==> src/rtl/mem_port_arbiter_pkg.sv <==
// Shared types for the unified-memory port arbiter and the hazard/stall logic.
package mem_port_arbiter_pkg;

    // Arbiter sequencing states.
    typedef enum logic [1:0] {
        IDLE   = 2'd0,
        GNT_IF = 2'd1,
        GNT_DM = 2'd2,
        RESP   = 2'd3
    } arbState_t;

    // Requester identifiers.
    localparam logic REQ_IF = 1'b0;
    localparam logic REQ_DM = 1'b1;

endpackage

==> src/rtl/mem_port_arbiter_timeout_counter.sv <==
// Wait counter for an outstanding memory command.
// Loading restarts the count from zero, and the count then advances on inc.
// The done flag marks the last allowed wait cycle (TIMEOUT-1).
module arb_timeout_counter #(
    parameter int TIMEOUT = 15
) (
    input  logic clk,
    input  logic rst,
    input  logic load,
    input  logic inc,
    output logic done
);

    localparam int CW = (TIMEOUT > 1) ? $clog2(TIMEOUT) : 1;
    localparam logic [CW-1:0] LAST = CW'(TIMEOUT - 1);

    logic [CW-1:0] count;

    // Count wait cycles, holding at the terminal value.
    // NOTE: sequential state uses <= so every register samples pre-edge values,
    // independent of statement or process order.
    // NOTE: only control/state registers exist here; all are reset asynchronously
    // so the arbiter is quiescent the instant rst rises.
    always_ff @(posedge clk or posedge rst) begin
        if (rst) begin
            count <= '0;
        end else if (load) begin
            count <= '0;
        end else if (inc && !done) begin
            count <= count + 1'b1;
        end
    end

    assign done = (count == LAST);

endmodule

==> src/rtl/mem_port_arbiter.sv <==
// Arbiter for the single-ported unified memory shared by fetch (IF) and MEM (DM).
// DM wins simultaneous requests unless IF has been passed over STARVE_LIMIT times.
// Each grant waits for mem_ack, or aborts after TIMEOUT cycles with err set.
module mem_port_arbiter
    import mem_port_arbiter_pkg::*;
#(
    parameter int AW           = 32,
    parameter int DW           = 32,
    parameter int STARVE_LIMIT = 4,
    parameter int TIMEOUT      = 15
) (
    input  logic          clk,
    input  logic          rst,
    input  logic          if_req,
    input  logic [AW-1:0] if_addr,
    output logic [DW-1:0] if_rdata,
    output logic          if_valid,
    input  logic          dm_req,
    input  logic          dm_we,
    input  logic [AW-1:0] dm_addr,
    input  logic [DW-1:0] dm_wdata,
    output logic [DW-1:0] dm_rdata,
    output logic          dm_valid,
    output logic          err,
    output logic          mem_req,
    output logic          mem_we,
    output logic [AW-1:0] mem_addr,
    output logic [DW-1:0] mem_wdata,
    input  logic          mem_ack,
    input  logic [DW-1:0] mem_rdata,
    output logic          stall_if,
    output logic          stall_mem
);

    localparam int SW = (STARVE_LIMIT > 0) ? $clog2(STARVE_LIMIT + 1) : 1;
    localparam logic [SW-1:0] STREAK_MAX = SW'(STARVE_LIMIT);

    arbState_t     state;
    arbState_t     nextState;
    logic [SW-1:0] streak;
    logic          grantIf;
    logic          grantDm;
    logic          inGrant;
    logic          ackHit;
    logic          timeoutHit;
    logic          timeoutDone;
    logic          winner;

    arb_timeout_counter #(
        .TIMEOUT(TIMEOUT)
    ) u_timeout (
        .clk  (clk),
        .rst  (rst),
        .load (grantIf || grantDm),
        .inc  (inGrant && !mem_ack),
        .done (timeoutDone)
    );

    // State register.
    always_ff @(posedge clk or posedge rst) begin
        if (rst) begin
            state <= IDLE;
        end else begin
            state <= nextState;
        end
    end

    // Arbitration decision and next-state decode.
    // NOTE: every signal gets a default before the case so no path leaves one
    // unassigned, which would otherwise infer a latch.
    always_comb begin
        nextState  = state;
        grantIf    = 1'b0;
        grantDm    = 1'b0;
        inGrant    = 1'b0;
        ackHit     = 1'b0;
        timeoutHit = 1'b0;
        winner     = REQ_IF;
        unique case (state)
            IDLE: begin
                if (dm_req && !(if_req && streak == STREAK_MAX)) begin
                    grantDm   = 1'b1;
                    nextState = GNT_DM;
                end else if (if_req) begin
                    grantIf   = 1'b1;
                    nextState = GNT_IF;
                end
            end
            GNT_IF, GNT_DM: begin
                inGrant = 1'b1;
                winner  = (state == GNT_DM) ? REQ_DM : REQ_IF;
                // A late ack still counts as success even on the last wait cycle.
                if (mem_ack) begin
                    ackHit    = 1'b1;
                    nextState = RESP;
                end else if (timeoutDone) begin
                    timeoutHit = 1'b1;
                    nextState  = RESP;
                end
            end
            RESP:    nextState = IDLE;
            default: nextState = IDLE;
        endcase
    end

    // Memory command, completion pulses, read data and starvation streak.
    always_ff @(posedge clk or posedge rst) begin
        if (rst) begin
            mem_req   <= 1'b0;
            mem_we    <= 1'b0;
            mem_addr  <= '0;
            mem_wdata <= '0;
            if_rdata  <= '0;
            dm_rdata  <= '0;
            if_valid  <= 1'b0;
            dm_valid  <= 1'b0;
            err       <= 1'b0;
            streak    <= '0;
        end else begin
            if_valid <= 1'b0;
            dm_valid <= 1'b0;
            err      <= 1'b0;

            if (grantDm) begin
                mem_req   <= 1'b1;
                mem_we    <= dm_we;
                mem_addr  <= dm_addr;
                mem_wdata <= dm_wdata;
                if (if_req) begin
                    streak <= (streak == STREAK_MAX) ? streak : streak + 1'b1;
                end else begin
                    streak <= '0;
                end
            end

            if (grantIf) begin
                mem_req  <= 1'b1;
                mem_we   <= 1'b0;
                mem_addr <= if_addr;
                streak   <= '0;
            end

            if (ackHit || timeoutHit) begin
                mem_req <= 1'b0;
                err     <= timeoutHit;
                if (winner == REQ_DM) begin
                    dm_valid <= 1'b1;
                    if (!mem_we) begin
                        dm_rdata <= ackHit ? mem_rdata : '0;
                    end
                end else begin
                    if_valid <= 1'b1;
                    if_rdata <= ackHit ? mem_rdata : '0;
                end
            end
        end
    end

    assign stall_if  = if_req & ~if_valid;
    assign stall_mem = dm_req & ~dm_valid;

endmodule

==> config.mk <==
export PLATFORM = sky130hd
export DESIGN_NAME = mem_port_arbiter
export DESIGN_NICKNAME = d
export VERILOG_FILES = /design/src/rtl/mem_port_arbiter_pkg.sv /design/src/rtl/mem_port_arbiter_timeout_counter.sv /design/src/rtl/mem_port_arbiter.sv
export SDC_FILE = /design/constraint.sdc
export NUM_CORES = 1
export LEC_CHECK = 0
export CELL_PAD_IN_SITES_DETAIL_PLACEMENT = 0
export CELL_PAD_IN_SITES_GLOBAL_PLACEMENT = 1
export CORE_ASPECT_RATIO = 0.8
export CORE_MARGIN = 2
export CORE_UTILIZATION = 28
export CTS_CLUSTER_SIZE = 25
export DETAILED_ROUTE_END_ITERATION = 10
export HOLD_SLACK_MARGIN = 0.08
export PLACE_DENSITY_LB_ADDON = 0.25
export SYNTH_ARGS = -nofsm -noshare
export SYNTH_HDL_FRONTEND = slang
export SYNTH_SLANG_ARGS = --single-unit
==> constraint.sdc <==
create_clock -name clk -period 4.97 [get_ports clk]
set_input_delay 1.2425 -clock clk [delete_from_list [all_inputs] [get_ports clk]]
set_output_delay 1.2425 -clock clk [all_outputs]
set_load 0.01 [all_outputs]
---- Word level (Yosys, flattened, before mapping) ----
Index checks and enable logic that the tools add are counted.
word-level totals
  register bits after elaboration ......... 142
  bits of input ports ..................... 134
  output and inout port bits .............. 135
  logic and storage cells ................. 83
cells by class
  add/sub/neg operators ................... 2
  equal/unequal tests ..................... 8
  muxes and demuxes ....................... 37
  bitwise operators ....................... 6
  reduce and logical (&&, ||, !) cells .... 18
operator list
  operator                                                                 number
  32-bit 2-to-1 mux                                                        3
  1-bit 2-to-1 mux                                                         23
  3-bit 2-to-1 mux                                                         4
  2-bit 2-to-1 mux                                                         4
  4-bit 2-to-1 mux                                                         2
  3-bit inequality test, second input constant                             2
  2-bit case mux with 3 select lines                                       1
  2-bit AND reduction                                                      3
  4-bit by 1-bit adder with 4-bit output, second input constant            1
  2-bit equality test, second input constant                               2
  4-bit equality test, second input constant                               1
  1-bit logical AND                                                        4
  1-bit NOT                                                                4
  2-bit nonzero test                                                       2
  3-bit by 1-bit adder with 3-bit output, second input constant            1
  3-bit equality test, second input constant                               1
  1-bit zero test                                                          3
  3-bit by 2-bit inequality test with 1-bit output, second input constant  1
  3-bit AND reduction                                                      1
  3-bit nonzero test                                                       1
  1-bit bitwise AND                                                        2
  2-bit by 1-bit equality test with 1-bit output, second input constant    1
  2-bit zero test                                                          1
  1-bit logical OR                                                         2
  2-bit OR reduction                                                       1

---- Logic depth before layout (Yosys ltp) ----
  depth in word-level cells ............... 9
  mapped depth ............................ 8
  depth with buffers taken out ............ 5

---- Modules after synthesis ----
From an unflattened synthesis, not the netlist that was laid out.
unflattened totals
  cell total of the unflattened synthesis .. 431
  area, all modules ....................... 5918.2 µm²
by module, submodules not included
  module               instances  cells an instance  area an instance (µm²)  seq. area each (µm²)
  mem_port_arbiter     1          408                5703.0                  3453.3
  arb_timeout_counter  1          23                 215.2                   100.1

---- Worst setup path before layout ----
No wires, ideal clock.
  path kind ............................... input -> output
  start point ............................. in if_req
  end point ............................... out stall_if
  data arrival time ....................... 1.635 ns
  required time ........................... 3.728 ns
  setup slack ............................. 2.093 ns
  stages on the path ...................... 2
  path buffers ............................ 1
  cells stage by stage .................... buf_2 > nor2b_1
on the way
  longest elaborated chain between the ends .. 1
ends and longest elaborated chain
  element             RTL line                 RTL
  start: declaration  mem_port_arbiter.sv:14   input logic if_req,
  1-bit bitwise AND   mem_port_arbiter.sv:159  assign stall_if = if_req & ~if_valid;
  end: declaration    mem_port_arbiter.sv:31   output logic stall_if,
No other way between the ends.

---- Worst setup path after layout ----
Same ends and word-level chain as after synthesis.

==> impl_metrics.env <==
export IMPL_status="complete, no violations"
export IMPL_drt_drc_violations_left=0
export IMPL_nets=800
export IMPL_routed_via_density=4.77
export IMPL_yosys_register_bits=142
export IMPL_synth_mux_area_frac=0.0642
export IMPL_largest_family_of_logic_cells_by_synthesized_area="compound AO/OA/AOI/OAI gates"
export IMPL_clock_insertion_delay_worst_skew_ns=0.42
export IMPL_floorplan_initialDensity=0.284
export IMPL_critical_path_max_stage_delay_ns=0.72
export IMPL_yosysSeqAreaShare=0.634
export IMPL_cpLargestDelayFamily="buffers and inverters"
export IMPL_drt_iter0_drc=266
export IMPL_routedWlPerCell_um=18.0
export IMPL_min_path_cells=1
export IMPL_worst_hold_path_type="flip-flop to flip-flop"
export IMPL_core_region_area_um2=19700
export IMPL_antenna_violations_before_repair=0
export IMPL_r2r_start="state[1]"
export IMPL_synth_simple_gate_area_share=0.0544
export IMPL_setup_tns_ns=0
export IMPL_yosysWarnings=0
export IMPL_htree_num_levels=4
export IMPL_report_final_hold_viol_count=0
export IMPL_min_delay_start="dm_rdata[21]"
export IMPL_p_per_area_nw_per_um2=651
export IMPL_worst_slew_pin_transition_ns=0.774
export IMPL_wire_length_reported_by_the_detailed_router_mm=16.9
export IMPL_clock_sinks=142
export IMPL_final_max_slew_viol_count=0
export IMPL_critPathMaxFanout=9
export IMPL_finalWorstPathRequiredPeriod_ns=3.93
export IMPL_achievable_frequency_mhz=255
export IMPL_ys_types=33
export IMPL_timing_final_crit_share=0.790
export IMPL_cp_data_arrival_time_ns=2.69
export IMPL_synth_area_per_cell_um2=14.2
export IMPL_crit_path_frequent_cell="sky130_fd_sc_hd__clkdlybuf4s50_1"
export IMPL_required_ns=3.73
export IMPL_floorplan_io_pins=269
export IMPL_fill_cells=1727
export IMPL_synth_xor_area_share=0
export IMPL_post_route_worst_setup_slack_ns=1.04
export IMPL_end_kind="output pin"
export IMPL_die_w_um=162
export IMPL_number_of_endpoints_failing_setup_at_the_final_stage=0
export IMPL_gp_congestion=0.735
export IMPL_num_antenna_cells=0
export IMPL_r2r_slack_ns=2.97
export IMPL_cts_resized=0
export IMPL_path_clk_slew_ns=0.06
export IMPL_mappedNetlistArea_um2=5610
export IMPL_worstReg2RegEnd="mem_wdata[23]"
export IMPL_setup_worst_path_start_class="input port"
export IMPL_crit_path_top_delay_cell="sky130_fd_sc_hd__clkdlybuf4s50_1"
export IMPL_r2r_worst_path_cells=6
export IMPL_synth_net_count=534
export IMPL_hpwl_mm=11.4
export IMPL_dr_total_vias=4470
export IMPL_fraction_of_final_layout_cells_sized_beyond_drive_strength_1=0.119
export IMPL_whs_endpoint="dm_rdata[21]"
export IMPL_post_cts_setup_buffers=0
export IMPL_maximum_number_of_pins_on_one_net_before_global_route_repair=143
export IMPL_post_synth_fa_ha_maj_area_fraction=0.0134
export IMPL_max_cap_viol_count=0
export IMPL_cts_hold_buffers=0
export IMPL_fp_dieArea_um2=21200
export IMPL_numCtsBuffers=17
export IMPL_clk_root_buffer_cell="sky130_fd_sc_hd__clkbuf_16"
export IMPL_drt_pass1_iter_count=4
export IMPL_timing_worst_setup_path_type="input port to output pin"
export IMPL_chipHeight_um=131
export IMPL_syn_to_final_growth_pct=62.4
export IMPL_finalHoldWorstSlack_ns=0.501
export IMPL_grt_overflow=0
export IMPL_finClkSkew_ns=0.00939
export IMPL_slew_headroom=0.484
export IMPL_cts_buffer_depth=2
export IMPL_grt_pass1_wl_mm=26.4
export IMPL_rsz0062_at_grt="false"
export IMPL_p_leak_nw=3.87
export IMPL_vdd_drop_max_uv=260
export IMPL_detailedPlace_worstSlack_ns=1.04
export IMPL_place_port_buffers=268
export IMPL_synth_cells=394
export IMPL_worstPathBufferInverterCount=2
export IMPL_first_global_vias=4836
export IMPL_cts_tree="done"
export IMPL_complex_gate_fraction_of_the_synthesized_area=0.197
export IMPL_rows=46
export IMPL_track_usage=0.161
export IMPL_timing_critical_path_cells="clkdlybuf4s50_1 -> nor2b_1 -> clkdlybuf4s50_1"
export IMPL_route_antenna_remaining_nets=0
## sequential cells by signal (all words and copies together) (netlist names)
register and flops:
dm_valid 1, mem_we 1, mem_wdata 32, if_rdata 32, u_timeout.count 4, if_valid 1, mem_req 1, state 2
err 1, dm_rdata 32, mem_addr 32, streak 3
## metrics by stage
step,util,total power [mW],instance area [µm²],cells
after CTS,0.462,6.01,9110,937
after detailed placement,0.433,4.76,8550,905
after floorplan,-,3.30,5610,394
after global routing,0.462,6.30,9110,937
after global placement,0.433,4.69,8550,905
final,0.462,5.93,9110,937
## cell usage in the layout (no fill, tap or decap), drive strengths merged
cell,n
clkdlybuf4s50,268
dfrtp,142
a22o,67
mux2,32
and2,32
a221o,32
clkbuf,18
inv,17
buf,8
ha,6
nor2,6
clkinv,5
nand2,4
nand3,3
nor2b,3
clkinvlp,3
o21ai,3
and3,2
nand2b,2
o21a,2
a21oi,2
o311ai,2
o41ai,2
a32o,2
o22ai,2
o211ai,1
a311oi,1
a31oi,1
a31o,1
a21boi,1
and4,1
o2111ai,1
a221oi,1
## cell usage after synthesis
| cell type | n | share of area |
|---|---|---|
| sky130_fd_sc_hd__buf_4 | 3 | 0.0040 |
| sky130_fd_sc_hd__a22o_1 | 67 | 0.10 |
| sky130_fd_sc_hd__nor2_1 | 6 | 0.0040 |
| sky130_fd_sc_hd__mux2_2 | 32 | 0.064 |
| sky130_fd_sc_hd__o41ai_1 | 2 | 0.0031 |
| sky130_fd_sc_hd__a21boi_2 | 1 | 0.0020 |
| sky130_fd_sc_hd__inv_1 | 11 | 0.0074 |
| sky130_fd_sc_hd__and2_1 | 32 | 0.036 |
| sky130_fd_sc_hd__o21a_1 | 2 | 0.0027 |
| sky130_fd_sc_hd__nand3_1 | 3 | 0.0027 |
| sky130_fd_sc_hd__a32o_1 | 2 | 0.0036 |
| sky130_fd_sc_hd__o21ai_0 | 2 | 0.0018 |
| sky130_fd_sc_hd__o211ai_2 | 1 | 0.0022 |
| sky130_fd_sc_hd__o21ai_2 | 1 | 0.0016 |
| sky130_fd_sc_hd__nand2_1 | 4 | 0.0027 |
| sky130_fd_sc_hd__o311ai_0 | 2 | 0.0031 |
| sky130_fd_sc_hd__clkbuf_1 | 5 | 0.0033 |
| sky130_fd_sc_hd__a221oi_2 | 1 | 0.0027 |
| sky130_fd_sc_hd__and3_1 | 2 | 0.0022 |
| sky130_fd_sc_hd__a21oi_1 | 2 | 0.0018 |
| sky130_fd_sc_hd__ha_1 | 6 | 0.013 |
| sky130_fd_sc_hd__o2111ai_2 | 1 | 0.0027 |
| sky130_fd_sc_hd__a221o_1 | 32 | 0.057 |
| sky130_fd_sc_hd__a311oi_1 | 1 | 0.0016 |
| sky130_fd_sc_hd__and4_1 | 1 | 0.0016 |
| sky130_fd_sc_hd__a31o_1 | 1 | 0.0016 |
| sky130_fd_sc_hd__nor2b_1 | 3 | 0.0033 |
| sky130_fd_sc_hd__nand2b_1 | 2 | 0.0022 |
| sky130_fd_sc_hd__o22ai_1 | 2 | 0.0022 |
| sky130_fd_sc_hd__a31oi_2 | 1 | 0.0022 |
| sky130_fd_sc_hd__buf_6 | 4 | 0.0080 |
| sky130_fd_sc_hd__buf_2 | 17 | 0.015 |
| sky130_fd_sc_hd__dfrtp_1 | 142 | 0.63 |
## where the power goes
group / switching, mW / total, mW / internal [mW]
Combinational: 1.12 / 2.72 / 1.60
Sequential: 0.296 / 2.00 / 1.70
Clock: 0.544 / 1.21 / 0.669
## worst max path at each step
stage	slack (ns)	startpoint	end	depth (start not counted)
3_3_place_gp	1.05	if_req	stall_if	3
2_1_floorplan	1.95	rst	dm_rdata[0]	1
4_1_cts	1.05	if_req	stall_if	3
3_5_place_dp	1.04	if_req	stall_if	3
6_report	1.04	if_req	stall_if	3
5_1_grt	0.99	if_req	stall_if	3
## cells by family (layout without fill, tap and decap cells)
| kind of cell | count (synthesis) | count (layout) |
|---|---|---|
| flip-flops | 142 | 142 |
| AO/OA/AOI/OAI | 121 | 121 |
| AND/OR/NAND/NOR | 53 | 53 |
| buffers and inverters | 40 | 319 |
| multiplexers | 32 | 32 |
| adder cells (fa/ha/maj) | 6 | 6 |
## routing by layer
layer	GRT usage	vias to the layer above	routed length [µm]
met5	0	-	0
met4	0.0619	0	515
met3	0.0455	33	899
met2	0.267	156	8210
met1	0.202	2254	7280
li1	-	2027	-
## final cells by class
type	instances	area, µm²	area share
repair buffers	276	2770	0.304
well taps	264	330	0.0363
clock inverters	14	121	0.0133
multi-input cells	212	1850	0.204
flip-flops and latches	142	3550	0.390
inverters	11	45.0	0.00494
clock buffers	18	439	0.0482
No activity file was read; power rests on OpenSTA's default activity.
